==> src/rtl/mem_access_unit.sv <==
// Memory-stage load/store unit: issues req/gnt/rvalid transactions on the data-memory
// port, stalls the pipeline while one is outstanding and extends loaded data.
module mem_access_unit #(
  parameter int unsigned WORD_LEN = 32
) (
  input  logic                clk,
  input  logic                rst_n,
  input  logic                mem_valid,
  input  logic                MemRead,
  input  logic                MemWrite,
  input  logic [2:0]          funct3,
  input  logic [WORD_LEN-1:0] ALURes,
  input  logic [WORD_LEN-1:0] store_data,
  output logic                dmem_req,
  output logic                dmem_we,
  output logic [WORD_LEN-1:0] dmem_addr,
  output logic [3:0]          dmem_be,
  output logic [WORD_LEN-1:0] dmem_wdata,
  input  logic                dmem_gnt,
  input  logic                dmem_rvalid,
  input  logic [WORD_LEN-1:0] dmem_rdata,
  output logic [WORD_LEN-1:0] Mem_Data,
  output logic                stall,
  output logic                misalign
);

  localparam int unsigned BYTE_W = 8;
  localparam int unsigned HALF_W = 16;

  typedef enum logic [1:0] {IDLE, REQ, RESP, DONE} state_t;
  typedef enum logic [1:0] {SZ_B, SZ_H, SZ_W} size_t;

  state_t              state;
  state_t              state_next;
  size_t               size_c;
  size_t               ld_size;
  logic                ld_unsigned;
  logic [1:0]          lane;
  logic                access;
  logic                aligned;
  logic                start;
  logic [3:0]          be_c;
  logic [WORD_LEN-1:0] wdata_c;
  logic [BYTE_W-1:0]   rbyte;
  logic [HALF_W-1:0]   rhalf;
  logic [WORD_LEN-1:0] load_ext;

  // Access size: stores only know SB/SH/SW, loads ignore the unsigned bit for sizing
  always_comb begin
    size_c = SZ_W;
    if (MemWrite) begin
      if (funct3 == 3'b000)      size_c = SZ_B;
      else if (funct3 == 3'b001) size_c = SZ_H;
    end else begin
      if (funct3[1:0] == 2'b00)      size_c = SZ_B;
      else if (funct3[1:0] == 2'b01) size_c = SZ_H;
    end
  end

  always_comb begin
    access  = mem_valid & (MemRead | MemWrite);
    aligned = (size_c == SZ_B) |
              ((size_c == SZ_H) & ~ALURes[0]) |
              ((size_c == SZ_W) & (ALURes[1:0] == 2'b00));
    start   = (state == IDLE) & access & aligned;
  end

  // Byte enables and lane-replicated write data for the request being started
  always_comb begin
    be_c    = 4'b1111;
    wdata_c = '0;
    case (size_c)
      SZ_B:    be_c = 4'b0001 << ALURes[1:0];
      SZ_H:    be_c = ALURes[1] ? 4'b1100 : 4'b0011;
      default: be_c = 4'b1111;
    endcase
    if (MemWrite) begin
      case (size_c)
        SZ_B:    wdata_c = {4{store_data[BYTE_W-1:0]}};
        SZ_H:    wdata_c = {2{store_data[HALF_W-1:0]}};
        default: wdata_c = store_data;
      endcase
    end
  end

  always_ff @(posedge clk) begin
    if (!rst_n) state <= IDLE;
    else        state <= state_next;
  end

  always_comb begin
    state_next = state;
    case (state)
      IDLE: if (start)       state_next = REQ;
      REQ:  if (dmem_gnt)    state_next = dmem_we ? DONE : RESP;
      RESP: if (dmem_rvalid) state_next = DONE;
      DONE:                  state_next = IDLE;
    endcase
  end

  // Pipeline-facing strobes are forced low while reset is asserted
  always_comb begin
    stall    = 1'b0;
    misalign = 1'b0;
    if (rst_n) begin
      stall    = start | (state == REQ) | (state == RESP);
      misalign = (state == IDLE) & access & ~aligned;
    end
  end

  // Lane select uses the byte offset captured with the request
  always_comb begin
    rbyte = dmem_rdata[7:0];
    case (lane)
      2'd1:    rbyte = dmem_rdata[15:8];
      2'd2:    rbyte = dmem_rdata[23:16];
      2'd3:    rbyte = dmem_rdata[31:24];
      default: rbyte = dmem_rdata[7:0];
    endcase
    rhalf = lane[1] ? dmem_rdata[31:16] : dmem_rdata[15:0];
    case (ld_size)
      SZ_B:    load_ext = ld_unsigned ? {24'd0, rbyte} : {{24{rbyte[BYTE_W-1]}}, rbyte};
      SZ_H:    load_ext = ld_unsigned ? {16'd0, rhalf} : {{16{rhalf[HALF_W-1]}}, rhalf};
      default: load_ext = dmem_rdata;
    endcase
  end

  always_ff @(posedge clk) begin
    if (!rst_n) begin
      dmem_req    <= 1'b0;
      dmem_we     <= 1'b0;
      dmem_addr   <= '0;
      dmem_be     <= '0;
      dmem_wdata  <= '0;
      Mem_Data    <= '0;
      ld_size     <= SZ_W;
      ld_unsigned <= 1'b0;
      lane        <= 2'd0;
    end else begin
      if (start) begin
        dmem_req    <= 1'b1;
        dmem_we     <= MemWrite;
        dmem_addr   <= {ALURes[WORD_LEN-1:2], 2'b00};
        dmem_be     <= be_c;
        dmem_wdata  <= wdata_c;
        ld_size     <= size_c;
        ld_unsigned <= funct3[2];
        lane        <= ALURes[1:0];
      end else if ((state == REQ) && dmem_gnt) begin
        dmem_req <= 1'b0;
      end
      if ((state == RESP) && dmem_rvalid) Mem_Data <= load_ext;
    end
  end

endmodule

==> config.mk <==
export PLATFORM = sky130hd
export DESIGN_NAME = mem_access_unit
export DESIGN_NICKNAME = d
export VERILOG_FILES = /design/src/rtl/mem_access_unit.sv
export SDC_FILE = /design/constraint.sdc
export NUM_CORES = 1
export LEC_CHECK = 0
export ABC_CLOCK_PERIOD_IN_PS = 3200
export CAP_MARGIN = 20
export CELL_PAD_IN_SITES_DETAIL_PLACEMENT = 0
export CELL_PAD_IN_SITES_GLOBAL_PLACEMENT = 1
export CORE_ASPECT_RATIO = 0.7
export CORE_UTILIZATION = 32
export CTS_CLUSTER_SIZE = 8
export DETAILED_ROUTE_END_ITERATION = 12
export MAX_ROUTING_LAYER = met4
export PLACE_DENSITY = 0.85
export SYNTH_ARGS = -nofsm -noshare
export SYNTH_HDL_FRONTEND = slang
export SYNTH_SLANG_ARGS = --single-unit
==> constraint.sdc <==
create_clock -name clk -period 3.2 [get_ports clk]
set_input_delay 0.64 -clock clk [delete_from_list [all_inputs] [get_ports clk]]
set_output_delay 0.64 -clock clk [all_outputs]
set_load 0.02 [all_outputs]
==> impl_metrics.env <==
export IMPL_p_sw_w=0.001297
export IMPL_setup_tns_ns=0
export IMPL_route_detailed_drc=0
export IMPL_track_usage_pct=20.93
export IMPL_antenna_found_initial=0
export IMPL_clkLatencyLatePin_ns=0.35
export IMPL_yosys_area_top_type="dfxtp_1"
export IMPL_final_cell_mix="207 x clkdlybuf4s50_1, 113 x nand2_1, 107 x dfxtp_1"
export IMPL_clock_power_share_pct=28.0
export IMPL_grt_max_degree=57
export IMPL_first_pass_iters=5
export IMPL_yosysTopAreaCellShare_pct=45.34
export IMPL_crit_path_end_kind="primary output"
export IMPL_max_freq_ghz=0.3150
export IMPL_fin_crit_sh_pct=99.19
export IMPL_die_h_um=103.7
export IMPL_hpwlAfterDp_mm=11.51
export IMPL_drv_slew=0
export IMPL_maxCapViolCount=0
export IMPL_num_rows=36
export IMPL_numPortBuffers=207
export IMPL_syn_inst=588
export IMPL_antenna_cells=0
export IMPL_internal_power_w=0.002645
export IMPL_seq_area_frac_synth_pct=45.34
export IMPL_clock_sinks=107
export IMPL_h_tree_depth=3
export IMPL_syn_to_final_growth_pct=54.34
export IMPL_grtUsageMet1_pct=27.23
export IMPL_relSlewSlack_pct=53.29
export IMPL_cp_max_fo=6
export IMPL_grt_util_met3_pct=6.035
export IMPL_crit_required_ns=2.56
export IMPL_routed_via_density=5.150
export IMPL_dp_cells=954
export IMPL_overflow=0
export IMPL_die_area_mm2=0.01526
export IMPL_clkTransAtPathRegs_ns=0.08
export IMPL_synth_seq_cells=107
export IMPL_postRouteAntennaNets=0
export IMPL_cts_tree="done"
export IMPL_final_util_pct=51.56
export IMPL_power_frac_seq_pct=40.3
export IMPL_die_w_um=147.2
export IMPL_p_per_area_mw_per_mm2=540.5
export IMPL_p_sw_share_pct=32.90
export IMPL_wl_per_cell_um=16.26
export IMPL_crit_arrival_ns=2.53
export IMPL_tightest_slew_ns=0.7007
export IMPL_io_pins=210
export IMPL_post_cts_setup_buffers=0
export IMPL_pwr_share_comb_pct=31.7
export IMPL_gp_congestion=0.8612
export IMPL_hold_viol_final=0
export IMPL_drt_wl_total_mm=15.79
export IMPL_layout_commonest_cell="clkdlybuf4s50_1"
export IMPL_synth_edf_count=0
export IMPL_clock_skew_ns=0.01385
export IMPL_criticalPathCategory="input pin to primary output"
export IMPL_cts_buffers=9
export IMPL_final_cells=971
export IMPL_cts_buffer_depth=2
export IMPL_ir_drop_v=0.0002954
export IMPL_core_area_mm2=0.01414
export IMPL_synthFlopType="dfxtp_1"
export IMPL_hp_class="register to register"
export IMPL_grtUsageMet2_pct=31.97
export IMPL_status="complete, no violations"
export IMPL_start_util_pct=33.40
export IMPL_yosys_warnings=0
export IMPL_drive_gt1_share_pct=7.810
export IMPL_finalSetupViolations=0
export IMPL_cp_start_kind="input pin"
export IMPL_async_flop_share_pct=0
export IMPL_leakage_nw=2.553
export IMPL_grt_pass1_vias=4891
export IMPL_syn_area_mm2=0.004725
export IMPL_pre_cts_ws_ns=0.03520
export IMPL_layout_setup_ws_ns=0.02589
export IMPL_drt_iter0_drc=324
export IMPL_nNetsFinal=886
export IMPL_fin_crit_ns=3.174
export IMPL_synth_area_top_cells="dfxtp_1 45%, a21oi_1 11%, nand2_1 9.0%, o21ai_0 4.3%, mux2_2 3.1%"
export IMPL_root_buffer="clkbuf_16"
export IMPL_hold_ws_ns=0.4535
export IMPL_busiest_layer="met2"
export IMPL_avgSynthCellArea_um2=8.035
export IMPL_grt_pass1_wl_mm=25.10
export IMPL_synth_distinct_cells=48
export IMPL_num_vias=5001
[power groups by stage]
stage	registers [W]	clock network [W]	logic, W
floorplan	0.00176	0	0.000500
global placement	0.00161	0	0.00121
detailed placement	0.00162	0	0.00124
CTS	0.00159	0.00113	0.00124
global route	0.00161	0.00119	0.00135
finish	0.00159	0.00110	0.00125
[timing repair]
action                                  in CTS  in global routing
hold endpoints to repair                     0                  0
gates resized for setup                      0                  2
hold buffers                                 0                  0
endpoints found under the setup margin       0                  2
[worst max-delay path, cell delays in order]
cell and delay, ns:
clkdlybuf4s50_1 0.65, o211a_2 0.33, o21ai_4 0.08, a31oi_1 0.19, clkdlybuf4s50_1 0.64
[metal layers]
metal,routed length (µm),vias to the layer above
met5,0,-
met4,194,0
met1,7179,2329
met3,1361,18
met2,7057,216
li1,-,2438
[cell type report]
cell class | instances | area (µm²)
fill | 1326 | 6852
multi-input combinational | 426 | 2380
timing repair buffer | 224 | 2206
sequential | 107 | 2142
clock buffer | 11 | 252.7
tap | 190 | 237.7
clock inverter | 5 | 43.79
inverter | 8 | 30.03
[cell families after synthesis]
logic type	Yosys count	share of synthesized area, %
AND/OR/NAND/NOR	198	18.04
buffers and inverters	56	5.005
multiplexers	16	3.734
flip-flops	107	45.34
other	1	0.07937
AO/OA/AOI/OAI	205	26.56
XOR/XNOR	1	0.1854
adder cells (fa/ha/maj)	4	1.059
[synthesized netlist by cell type, types with 4 or more instances]
cell type  count
o31ai_1        4
a21o_1         4
a31oi_1        4
ha_1           4
inv_1          8
a22o_1         5
buf_2         15
nor2_1        33
o221a_2        6
nand2b_1       9
nand2_1      113
mux2_2        13
dfxtp_1      107
nand3_1       24
nor2b_1        6
o2bb2ai_1     16
o21ai_0       41
clkbuf_1      30
a21oi_1      101
[final timing paths]
kind | start | to | slack, ns | depth (start not counted)
max | MemWrite | stall | 0.03 | 5
min | dmem_wdata[23]$_SDFFE_PN0P_ | dmem_wdata[23]$_SDFFE_PN0P_ | 0.45 | 2
max reg2reg | state[1]$_SDFFE_PN0P_ | state[0]$_SDFFE_PN0P_ | 0.90 | 7
min reg2reg | dmem_wdata[23]$_SDFFE_PN0P_ | dmem_wdata[23]$_SDFFE_PN0P_ | 0.45 | 2
[through the flow]
step           area [µm²]  total power, W
3_3_place_gp         6970        0.002820
3_5_place_dp         6970        0.002853
4_1_cts              7267        0.003965
2_1_floorplan        4728        0.002261
6_report             7292        0.003941
5_1_grt              7292        0.004152
[state kept, by name, indices dropped and copies added (netlist names)]
register,count
Mem_Data,32
dmem_wdata,32
dmem_addr,30
dmem_be,4
lane,2
ld_size,2
state,2
dmem_req,1
dmem_we,1
ld_unsigned,1
(Power assumes the default switching activity.)
